### src/rtl/cla_multiword_sequencer.sv
// Wide (64*WORDS-bit) add/subtract sequenced through one shared 64-bit CLA,
// one slice per cycle, least-significant slice first, with a registered inter-slice carry.

module CLA_64bit (
  input  logic [63:0] a,
  input  logic [63:0] b,
  input  logic        cin,
  output logic [63:0] sum,
  output logic        cout,
  output logic        gp,
  output logic        gg
);
  logic [63:0] g;
  logic [63:0] p;
  logic [63:0] c_bit;
  logic [16:0] c_grp;
  logic [16:0] gg_chain;
  logic [15:0] grp_g;
  logic [15:0] grp_p;

  assign g           = a & b;
  assign p           = a ^ b;
  assign c_grp[0]    = cin;
  assign gg_chain[0] = 1'b0;

  // 4-bit lookahead groups; group carries then chain across the 16 groups
  for (genvar gi = 0; gi < 16; gi++) begin : g_grp
    logic [3:0] gl;
    logic [3:0] pl;
    logic       ci;
    assign gl = g[4*gi +: 4];
    assign pl = p[4*gi +: 4];
    assign ci = c_grp[gi];
    assign c_bit[4*gi]   = ci;
    assign c_bit[4*gi+1] = gl[0] | (pl[0] & ci);
    assign c_bit[4*gi+2] = gl[1] | (pl[1] & gl[0]) | (pl[1] & pl[0] & ci);
    assign c_bit[4*gi+3] = gl[2] | (pl[2] & gl[1]) | (pl[2] & pl[1] & gl[0])
                         | (pl[2] & pl[1] & pl[0] & ci);
    assign grp_g[gi] = gl[3] | (pl[3] & gl[2]) | (pl[3] & pl[2] & gl[1])
                     | (pl[3] & pl[2] & pl[1] & gl[0]);
    assign grp_p[gi] = &pl;
    assign c_grp[gi+1]    = grp_g[gi] | (grp_p[gi] & ci);
    assign gg_chain[gi+1] = grp_g[gi] | (grp_p[gi] & gg_chain[gi]);
  end

  assign sum  = p ^ c_bit;
  assign cout = c_grp[16];
  assign gp   = &grp_p;
  assign gg   = gg_chain[16];
endmodule

module cla_multiword_sequencer #(
  parameter int WORDS = 4
) (
  input  logic              clk,
  input  logic              rst,
  input  logic              in_valid,
  output logic              in_ready,
  input  logic              sub,
  input  logic [64*WORDS-1:0] a,
  input  logic [64*WORDS-1:0] b,
  output logic              out_valid,
  input  logic              out_ready,
  output logic [64*WORDS-1:0] s,
  output logic              cout,
  output logic              ovf
);
  localparam int IDXW = (WORDS > 1) ? $clog2(WORDS) : 1;
  localparam logic [IDXW-1:0] LAST_IDX = IDXW'(WORDS - 1);

  typedef enum logic [1:0] {IDLE, RUN, DONE} state_t;

  state_t                 state_reg;
  logic [IDXW-1:0]        idx_reg;
  logic                   carry_reg;
  logic                   sub_reg;
  logic [WORDS-1:0][63:0] a_reg;
  logic [WORDS-1:0][63:0] b_reg;
  logic [WORDS-1:0][63:0] s_reg;
  logic                   cout_reg;
  logic                   ovf_reg;
  logic                   out_valid_reg;
  logic                   in_ready_reg;

  logic [63:0] slice_a;
  logic [63:0] slice_b;
  logic [63:0] slice_sum;
  logic        slice_cout;
  logic        cla_gp_unused;
  logic        cla_gg_unused;

  assign slice_a = a_reg[idx_reg];
  assign slice_b = b_reg[idx_reg] ^ {64{sub_reg}};

  CLA_64bit u_cla (
    .a    (slice_a),
    .b    (slice_b),
    .cin  (carry_reg),
    .sum  (slice_sum),
    .cout (slice_cout),
    .gp   (cla_gp_unused),
    .gg   (cla_gg_unused)
  );

  always_ff @(posedge clk or posedge rst) begin
    if (rst) begin
      state_reg     <= IDLE;
      idx_reg       <= '0;
      carry_reg     <= 1'b0;
      sub_reg       <= 1'b0;
      a_reg         <= '0;
      b_reg         <= '0;
      s_reg         <= '0;
      cout_reg      <= 1'b0;
      ovf_reg       <= 1'b0;
      out_valid_reg <= 1'b0;
      in_ready_reg  <= 1'b1;
    end else begin
      case (state_reg)
        IDLE: begin
          if (in_valid) begin
            a_reg        <= a;
            b_reg        <= b;
            sub_reg      <= sub;
            carry_reg    <= sub;  // the +1 of A + ~B + 1
            idx_reg      <= '0;
            s_reg        <= '0;
            in_ready_reg <= 1'b0;
            state_reg    <= RUN;
          end
        end
        RUN: begin
          s_reg[idx_reg] <= slice_sum;
          carry_reg      <= slice_cout;
          if (idx_reg == LAST_IDX) begin
            cout_reg      <= slice_cout;
            ovf_reg       <= (slice_a[63] == slice_b[63]) && (slice_sum[63] != slice_a[63]);
            out_valid_reg <= 1'b1;
            idx_reg       <= '0;
            state_reg     <= DONE;
          end else begin
            idx_reg <= idx_reg + 1'b1;
          end
        end
        DONE: begin
          if (out_ready) begin
            out_valid_reg <= 1'b0;
            in_ready_reg  <= 1'b1;
            state_reg     <= IDLE;
          end
        end
        default: state_reg <= IDLE;
      endcase
    end
  end

  assign s         = s_reg;
  assign cout      = cout_reg;
  assign ovf       = ovf_reg;
  assign out_valid = out_valid_reg;
  assign in_ready  = in_ready_reg;
endmodule

### config.mk
export PLATFORM = sky130hd
export DESIGN_NAME = cla_multiword_sequencer
export DESIGN_NICKNAME = d
export VERILOG_FILES = /design/src/rtl/cla_multiword_sequencer.sv
export SDC_FILE = /design/constraint.sdc
export NUM_CORES = 2
export LEC_CHECK = 0
export CORE_MARGIN = 2
export CORE_UTILIZATION = 40
export CTS_CLUSTER_DIAMETER = 150
export DETAILED_ROUTE_END_ITERATION = 6
export PLACE_DENSITY = 0.66
export SLEW_MARGIN = 20
export SYNTH_ARGS = -nofsm -noshare
export SYNTH_HDL_FRONTEND = slang
export SYNTH_SLANG_ARGS = --single-unit
### constraint.sdc
create_clock -name clk -period 48.1 [get_ports clk]
set_clock_uncertainty 0.15 [all_clocks]
set_input_delay 9.62 -clock clk [delete_from_list [all_inputs] [get_ports clk]]
set_output_delay 9.62 -clock clk [all_outputs]
set_load 0.1 [all_outputs]
==> flow_summary_export.csv <==
group,metric,value,unit
critical_path,start_kind,"primary input",
routing,wl_per_cell,22.2,um
clock_tree,cts_resized,0,
flow_run,drv_cap,0,
logic_synthesis,ys_seq_elements,778,
floorplan,core.rowCount,108,
logic_synthesis,synth_top_area_share,55.3,%
routing,drt-initial-drc-count,2173,
timing,fin_tns_setup,0,ps
grt,global_route.peak_usage_layer,"met2",
logic_synthesis,synthCells,3598,
routing,drt_wl_total,123000,um
clock_tree,cts_root_buf,"clkbuf_16",
placed_design,numPortBuffers,776,
grt,grt_use_total,26.8,%
floorplan,die-area,0.0904,sq mm
grt,gr-total-overflow,0,
routing,viasPerCell,5.18,
grt,grt_start_max_net_pins,221,
layout,fin_nets,4878,
critical_path,cp-end-kind,"register",
clock_tree,htree_levels,3,
timing,period_needed,12850,ps
floorplan,core_area,0.0870,sq mm
grt,grt_util_met2,42.2,%
timing,setup_viol,0,
floorplan,start_util,40.4,%
layout,final_common_cell,"nand2_1",
timing,fin_hold_ws,318,ps
critical_path,r2r_cells,17,
clock_tree,postCtsSetupBuffers,0,
critical_path,r2r_setup_slack,40960,ps
layout,layout_common_cells,"nand2_1 (1,717), clkdlybuf4s50_1 (776), dfrtp_1 (774)",
routing,final_antenna_net_count,0,
placed_design,dp_hpwl,89400,um
grt,antenna_found_initial,35,
grt,met3_usage,5.47,%
routing,drc,0,
routing,drtPass1Iterations,7,
grt,grt_pass1_vias,28276,
logic_synthesis,synth_cell_types,59,
critical_path,cp.arrival,13280,ps
logic_synthesis,synth_edf_count,0,
grt,grt_pass1_wl,182000,um
hold_path,min_path_cells,2,
floorplan,io_pins,777,
hold_path,min_from,"b_reg[176]$_DFFE_PP0P_",
clock_tree,clk_latency,650,ps
clock_tree,clkSinkCount,778,
timing,hold_violations,0,
timing,timing.fmax,77.8,MHz
layout,layout-drive-gt1-share,7.53,%
critical_path,worst-path-max-fanout,99,
grt,grtUsageMet1,37.5,%
logic_synthesis,synth_flop_cell,"dfrtp_1",
logic_synthesis,synth-seq-area-share,55.3,%
timing,rsz0062_at_grt,"false",
critical_path,rr_startpoint,"idx_reg[1]$_DFFE_PP0P_",
logic_synthesis,async_reset_ff_share,100,%
status,status,"finished, final reports clean",
logic_synthesis,yosysTopAreaCell,"dfrtp_1",
clock_tree,cts_tree,"built",
critical_path,critPathKind,"primary input to register",
timing,drv_slew,0,
clock_tree,clk_pin_slew_worst_paths,60,ps
clock_tree,cts-buffers-inserted,85,
hold_path,hold_path.class,"register to register",
critical_path,timing.rr.end,"s[185]$_DFFE_PP0P_",
clock_tree,ctsHoldBuffers,0,
clock_tree,cts_buffer_depth,3,
logic_synthesis,syn_area,0.0352,sq mm
timing,tightestPinTransition,1240,ps
timing,fin_crit_sh,26.7,%
floorplan,die-height,301,um
logic_synthesis,synth_warnings,0,
timing,max-slew-margin-rel,16.8,%
layout,area.growth.synth_to_final,33.2,%
floorplan,die_x,301,um
critical_path,required,48530,ps
placed_design,place_congestion,0.864,
logic_synthesis,syn_avg_cell_area,9.78,sq um
logic_synthesis,synth_fp_nets,4199,
hold_path,min_to,"b_reg[176]$_DFFE_PP0P_",
logic_synthesis,yosys-top-cells-area,"dfrtp_1 (55%), nand2_1 (18%), mux4_2 (8.2%)",
routing,via_count,28565,
-- Yosys cell counts (7+ instances only) --
cell type  count
a211oi_1       7
a21o_1        14
a21oi_1       65
a22o_1        97
a31oi_1       11
buf_1         19
clkbuf_1     194
dfrtp_1      777
fa_1          16
ha_1          68
inv_1         49
mux4_2       128
nand2_1     1721
nand3_1       12
nor2_1        38
nor2b_1        7
nor3_1         7
o211ai_1      16
o21ai_0      161
o21bai_1       7
xnor2_1       17
xor2_1        87
-- kinds of logic (layout without fill, tap and decap cells) --
group | count (synthesis) | count (layout) | share of synthesized area (%)
xor+xnor | 105 | 105 | 2.63
other cells | 0 | 19 | 0
simple gates | 1829 | 1829 | 20.0
mux | 133 | 133 | 8.34
flops | 778 | 778 | 55.3
fa+ha+maj | 84 | 84 | 3.33
compound gates | 405 | 405 | 7.50
buf+inv | 264 | 1011 | 2.82
-- layout make-up --
class                      count  area, sq um
fill                        7823        40200
sequential                   778        19500
multi-input combinational   2556        14800
timing repair buffer         807         8040
clock buffer                 123         2430
tap                         1155         1450
clock inverter                32          447
inverter                      49          191
antenna                       19         47.5
-- routing by layer --
metal	vias to the layer above	wire [um]
li1	13163	-
met1	14192	53300
met2	999	57200
met3	193	8560
met4	18	3500
met5	-	120
-- worst max path at each step --
stage,endpoint,depth (start not counted),from,slack (ps)
4_1_cts,b_reg[5]$_DFFE_PP0P_,8,in_valid,35380
3_3_place_gp,b_reg[30]$_DFFE_PP0P_,8,in_valid,34770
5_1_grt,b_reg[28]$_DFFE_PP0P_,8,in_valid,34990
6_report,b_reg[132]$_DFFE_PP0P_,8,in_valid,35250
2_1_floorplan,a_reg[0]$_DFFE_PP0P_,1,rst,16490
3_5_place_dp,b_reg[5]$_DFFE_PP0P_,8,in_valid,34700
-- worst max-delay path, stage by stage --
cell	delay (ps)
clkdlybuf4s50_1	510
nand2_1	150
nor2_4	120
buf_4	660
buf_4	850
buf_4	870
nand2_1	160
nand2_1	90
-- metrics by stage --
step / setup WS [ps] / std cells / area, sq um / utilization, %
after floorplan: 16490 / 3598 / 35200 / -
after global placement: 34770 / 5345 / 43900 / 50.5
after detailed placement: 34700 / 5345 / 43900 / 50.5
after CTS: 35380 / 5500 / 46800 / 53.8
after global routing: 34990 / 5517 / 46900 / 53.8
final: 35250 / 5519 / 46900 / 53.9
Power is not shown: default switching activity piles up to over one toggle a cycle in this logic, so the estimate is an artifact.
